File: config.mk
export PLATFORM = sky130hd
export DESIGN_NAME = rv32i_ldst_ctrl
export DESIGN_NICKNAME = d
export VERILOG_FILES = /design/src/rtl/rv32i_ldst_ctrl.sv
export SDC_FILE = /design/constraint.sdc
export NUM_CORES = 1
export LEC_CHECK = 0
export ABC_AREA = 1
export BUFFER_PORTS_ARGS = -buffer_cell sky130_fd_sc_hd__buf_4
export CORE_MARGIN = 2
export CORE_UTILIZATION = 31
export DETAILED_ROUTE_END_ITERATION = 6
export GPL_ROUTABILITY_DRIVEN = 0
export GPL_TIMING_DRIVEN = 1
export PLACE_DENSITY = 0.6
export SYNTH_ARGS = -nofsm -noshare
export SYNTH_HDL_FRONTEND = slang
export SYNTH_SLANG_ARGS = --single-unit
File: constraint.sdc
create_clock -name clk -period 3.2 [get_ports clk]
set_clock_uncertainty 0.05 [all_clocks]
set_input_delay 0.8 -clock clk [delete_from_list [all_inputs] [get_ports clk]]
set_output_delay 0.8 -clock clk [all_outputs]
set_load 0.05 [all_outputs]
File: src/rtl/rv32i_ldst_ctrl.sv
// Load/store controller bridging the RV32I ALU to an Avalon-MM master port.
// One access at a time; the pipeline is frozen via stall until the access completes or times out.
module rv32i_ldst_ctrl #(
  parameter int unsigned TIMEOUT = 1023
) (
  input  logic        clk,
  input  logic        reset_n,
  input  logic        load,
  input  logic        store,
  input  logic [31:0] addr,
  input  logic [3:0]  st_be,
  input  logic [31:0] st_data,
  output logic        stall,
  output logic        clr_load_op,
  output logic [31:0] ld_data,
  output logic        bus_err,
  output logic [31:0] avm_address,
  output logic        avm_read,
  output logic        avm_write,
  output logic [3:0]  avm_byteenable,
  output logic [31:0] avm_writedata,
  input  logic [31:0] avm_readdata,
  input  logic        avm_readdatavalid,
  input  logic        avm_waitrequest
);

  typedef enum logic [2:0] {
    IDLE = 3'd0,
    RD   = 3'd1,
    RDW  = 3'd2,
    WR   = 3'd3,
    DONE = 3'd4
  } state_t;

  localparam logic [15:0] TMO = 16'(TIMEOUT);

  state_t      state;
  logic [15:0] cnt;
  logic        is_load;
  logic        timeout;

  assign timeout = (cnt == TMO);

  // Freeze the pipeline as soon as a request appears, and release it in DONE.
  always_comb begin
    stall = 1'b0;
    case (state)
      IDLE:         stall = load | store;
      RD, RDW, WR:  stall = 1'b1;
      DONE:         stall = 1'b0;
      default:      stall = 1'b0;
    endcase
  end

  // Access sequencer; every output except stall is a register.
  always_ff @(posedge clk or negedge reset_n) begin
    if (!reset_n) begin
      state          <= IDLE;
      cnt            <= 16'd0;
      is_load        <= 1'b0;
      avm_read       <= 1'b0;
      avm_write      <= 1'b0;
      avm_address    <= 32'd0;
      avm_byteenable <= 4'd0;
      avm_writedata  <= 32'd0;
      ld_data        <= 32'd0;
      clr_load_op    <= 1'b0;
      bus_err        <= 1'b0;
    end else begin
      case (state)
        IDLE: begin
          clr_load_op <= 1'b0;
          bus_err     <= 1'b0;
          cnt         <= 16'd0;
          if (load) begin
            avm_address    <= addr;
            avm_byteenable <= 4'hF;
            avm_read       <= 1'b1;
            is_load        <= 1'b1;
            state          <= RD;
          end else if (store) begin
            avm_address    <= addr;
            avm_byteenable <= st_be;
            avm_writedata  <= st_data;
            avm_write      <= 1'b1;
            is_load        <= 1'b0;
            state          <= WR;
          end else begin
            state <= IDLE;
          end
        end
        RD, RDW, WR: begin
          if (timeout) begin
            avm_read    <= 1'b0;
            avm_write   <= 1'b0;
            ld_data     <= 32'd0;
            bus_err     <= 1'b1;
            clr_load_op <= is_load;
            state       <= DONE;
          end else begin
            cnt <= cnt + 16'd1;
            if (state == WR) begin
              if (!avm_waitrequest) begin
                avm_write <= 1'b0;
                state     <= DONE;
              end else begin
                state <= WR;
              end
            end else if (state == RD && avm_waitrequest) begin
              state <= RD;
            end else begin
              // Read accepted (or already waiting): readdatavalid may arrive in the accept cycle.
              avm_read <= 1'b0;
              if (avm_readdatavalid) begin
                ld_data     <= avm_readdata;
                clr_load_op <= 1'b1;
                state       <= DONE;
              end else begin
                state <= RDW;
              end
            end
          end
        end
        DONE: begin
          clr_load_op <= 1'b0;
          bus_err     <= 1'b0;
          state       <= IDLE;
        end
        default: begin
          avm_read  <= 1'b0;
          avm_write <= 1'b0;
          state     <= IDLE;
        end
      endcase
    end
  end

endmodule

### Word level (Yosys, flattened, before mapping)

Cells that the tools add are included.

* bits in registers: 124
* word-level logic and storage cells: 87
* output and inout port bits: 105
* input port bits: 106

* bitwise operators: 3
* reductions and logical operators: 16
* muxes and demuxes: 39
* equality and inequality tests: 17
* $add $sub $neg: 1

Operators with widths (number)
* $mux W32: 6
* $pmux W16 S2: 1
* $add A16 B1 Y16 const B: 1
* $eq A16 B10 Y1 const B: 1
* $mux W1: 16
* $mux W16: 1
* $mux W3: 5
* $ne A3 B3 Y1 const B: 5
* $ne A2 B2 Y1 const B: 7
* $reduce_and A4 Y1: 3
* $mux W4: 2
* $reduce_bool A2 Y1: 4
* $eq A3 B2 Y1 const B: 2
* $pmux W1 S2: 3
* $pmux W1 S3: 2
* $pmux W3 S2: 1
* $reduce_and A2 Y1: 3
* $reduce_and A5 Y1: 1
* $mux W2: 2
* $eq A3 B1 Y1 const B: 1
* $eq A3 B3 Y1 const B: 1
* $logic_not A3 Y1: 1
* $reduce_and A3 Y1: 1
* $reduce_or A3 Y1: 1
* other kinds (4): 5

### Depth between registers and ports, before layout

* word-level depth: 6
* mapped depth: 10
* gate-level depth less buffers: 9

### Worst setup path after synthesis

No wires, ideal clock.

* path type: input -> output
* start point: input port load
* end point: output port stall
* data arrival time: 1695 ps
* data required time: 2350 ps
* buffers on the path: 2
* setup slack: 655 ps
* stages: 6
* cells stage by stage: inv_1 > a21oi_2 > inv_2 > buf_2 > buf_2 > nand2_1

* word-level cells in the longest chain between the ends: 2

Ends and longest elaborated chain
* start: declaration: RTL line 8 `input logic load,`
* $or A1 B1 Y1: RTL line 48 `IDLE: stall = load | store;`
* $pmux W1 S2: RTL line 47 `case (state)`
* end: declaration: RTL line 13 `output logic stall,`

Every way passes these cells.

### Final worst setup path

* start point: register state[0]
* end point: output port stall

* word-level cells in the longest chain between the ends: 3
* elaborated cells on any way between the ends: 6
* those cells by class: eq/ne: 3; mux: 1; reduce/logical: 2

Ends and longest elaborated chain
* start: declaration: RTL line 37 `state_t state;`
* start signal: assignment: RTL line 58 `state <= IDLE;`
* start signal: assignment: RTL line 80 `state <= RD;`
* start signal: assignment: RTL line 87 `state <= WR;`
* $eq A3 B2 Y1 / $eq A3 B1 Y1 (equally long branches): RTL line 47
* $reduce_or A3 Y1: RTL line 47
* $pmux W1 S2 (*): RTL line 47

Every way passes the cells marked *; elsewhere a longest branch is shown, timed or not.

==> key figures <==
Cells and area
  – Filler cells: 1750
  – Fraction of layout cells with a size suffix above 1: 30.6%
  – Antenna diode count: 0
  – Final nets: 972
  – Commonest non-fill, non-tap cell in the layout: nand2_1
  – Synth-to-layout area growth: 42.2%
  – Most frequent cells in the layout: nand2_1 (282), buf_4 (216), dfrtp_1 (124)

Timing
  – Worst slew pin tran: 0.831 ns
  – Hold Fails Final Rpt: 0
  – Minimum clock period: 2.75 ns
  – Hold_ws: approximately 0.42 ns
  – RSZ-0062 raised after global routing: false
  – Final Cycle Share: 86.0%
  – Max Transition Viols Final: 0
  – Max_slew headroom: 44.6%
  – Final setup fails: 0
  – Setup_tns: 0 ns
  – Fmax: 0.363 GHz

Power and ir drop
  – Int Power: 4.76 mW
  – Leak Pwr: 4.36 nW
  – Logic pwr share: 52.4%
  – Switching Share: 49.8%
  – Clock share of power: 20.0%
  – Sequential fraction of design power: between 20% and 30%
  – Power per Cell Area: 1200 mW/mm^2
  – Sw power: between 4 and 5 mW
  – Maximum VDD drop: 0.578 mV

Synthesis
  – Synth area leaders: dfrtp_1 (56%), nand2_1 (19%), nand3b_1 (4.3%)
  – Share of Yosys cell area claimed by the top area cell type: 55.8%
  – Yosys cell types: 30
  – Synth warn: 0
  – Syn_area_per_cell: between 8 and 9 um^2
  – Seq/Total Area, Yosys: 55.8%
  – Post-Syn Area: 0.00556 mm^2
  – Number of synthesized register bits: between 100 and 150
  – Syn nets: 767
  – Area leader, netlist: dfrtp_1
  – Post-synthesis instance total: 660

Global route
  – Vias in the first global route: 4816
  – Initial antenna violation count: 0
  – First-pass GRT wire length: about 24000 um
  – Largest net degree at the start of global routing: 67
  – GRT overflow: 0
  – GRT Util Overall: 16.2%

Worst hold path
  – Hold endpoint: avm_write
  – Hold crit path type: reg -> reg
  – Hold path start: avm_write
  – Hold Path Depth: 2

Worst setup path
  – R2R Path End: cnt[11]
  – Reg2reg setup slack: between 0.8 and 0.9 ns
  – Critical path capture point type: output pin
  – Crit path max fanout: 12
  – Kind of critical path: reg -> out
  – Crit path from: state[0]
  – Worst Setup Start Kind: register
  – Critical Path AT: between 1.5 and 2 ns
  – Worst Reg-to-Reg Cells: 7
  – CP Data Required Time: 2.35 ns
  – Crit Reg-Reg Startpoint: cnt[0]

Clocking
  – CTS HTree Levels: 4
  – Post-CTS sizing: 0
  – Clock sinks: 124
  – CTS tree: done
  – Clock slew at reported path FFs: 0.06 ns
  – Clock latency on the worst-skew pair: 0.41 ns
  – Root buffer cell: clkbuf_16
  – Setup bufs post-CTS: 0
  – Clock buffer count from CTS: 17
  – Clock buffer depth: 2
  – Hold buffer count at cts: 0

Die
  – Number of I/O pins: 211
  – Die X-Extent: 138 um
  – Initial Utilization: 31.9%
  – Die height: 138 um
  – Row count: 48
  – Core area: 0.0174 mm^2
  – Die ar.: 0.0190 mm^2

Status
  – Status: complete, no violations

Drt
  – Initial DRC Count: 141
  – Routed Antenna Nets: 0
  – DR DRC count: 0
  – Wirelength per Cell: approximately 13 um
  – Routed WL: around 15000 um
  – Via count: between 4000 and 5000
  – Vias/cell: 4.41
  – DR pass1 iterations: 4

Place
  – Port Buffers: 210
  – Detail Placement HPWL: between 10000 and 15000 um

Run
  – Max-cap violations: 0
## Yosys cell counts
library cell	n
inv_1	54
o31ai_1	1
a21oi_2	2
or2_2	1
nor2_4	1
nor2_1	18
nand4_1	7
xor2_1	6
o21bai_1	1
nor2_2	4
nor3_1	4
o21ai_1	10
a21oi_1	1
o22ai_1	1
dfrtp_1	124
nand3b_1	32
buf_6	3
xnor2_1	2
inv_2	4
buf_2	11
nand3_1	26
nand3_4	1
nand2_4	2
buf_4	9
nand2_1	282
nand2_2	2
clkbuf_1	9
o21ai_0	40
ha_1	1
o21ai_4	1
## cell type report
type	count	area, um^2	area share, %
Sequential cell	124	3100	39.2
Multi-Input combinational cell	446	2060	26.1
Timing Repair Buffer	218	1660	21.0
Clock buffer	18	439	5.55
Tap cell	225	282	3.56
Inverter	58	218	2.75
Clock inverter	14	144	1.82
## metrics by stage
| stage | setup slack (ns) | power (mW) | util (%) | instance area, um^2 | cells |
|---|---|---|---|---|---|
| after floorplan | 0.655 | 6.11 | - | 5560 | 660 |
| after global placement | 0.852 | 7.62 | 42.1 | 7320 | 1071 |
| after detailed placement | 0.831 | 7.67 | 42.1 | 7320 | 1071 |
| after CTS | 0.403 | 9.61 | 45.4 | 7910 | 1103 |
| after global routing | 0.285 | 10.1 | 45.4 | 7910 | 1103 |
| final | 0.447 | 9.48 | 45.4 | 7910 | 1103 |
## cell families (layout without fill, tap and decap cells)
family	after synthesis	after routing	synth area share, %
and+or+nand+nor	380	380	29.8
DFF	124	124	55.8
buffers and inverters	90	308	7.34
AOI/OAI and AO/OA	57	57	5.58
xor gates and xnor gates	8	8	1.26
adders and majority gates	1	1	0.225
## worst max-delay path by stage
stage / slack [ns] / endpoint / depth (start not counted)
2_1_floorplan: 0.65 / stall / 6
3_3_place_gp: 0.85 / stall / 6
3_5_place_dp: 0.83 / cnt[12] / 7
4_1_cts: 0.40 / stall / 8
5_1_grt: 0.29 / stall / 8
6_report: 0.45 / stall / 8
## flip-flops by register name, summed over array words and instances, names as in the netlist
register / flops
avm_address: 32
avm_byteenable: 4
avm_read: 1
avm_write: 1
avm_writedata: 32
bus_err: 1
clr_load_op: 1
cnt: 16
is_load: 1
ld_data: 32
state: 3
## metal layers
metal	vias to the layer above	GRT usage [%]	part of all wire, %
met5	-	0	0
met3	13	6.51	9.6
met4	0	5.16	1.1
met1	2207	21.0	44
met2	168	24.8	45
li1	2472	-	-
## worst max-delay path, stage by stage (launching register included)
cell and delay [ns]:
dfrtp_1 0.41, nor2_2 0.22, inv_2 0.08, nor2_2 0.17, inv_2 0.15, a21oi_4 0.15
inv_2 0.06, nand2_1 0.05, buf_4 0.20
## power groups by stage
stage	clock network (mW)	logic, mW	registers, mW
after global placement	0	5.00	2.62
after floorplan	0	1.39	4.72
after CTS	1.96	5.03	2.62
final	1.89	4.97	2.62
after detailed placement	0	5.04	2.63
after global routing	2.02	5.34	2.70
(Power assumes the default switching activity.)
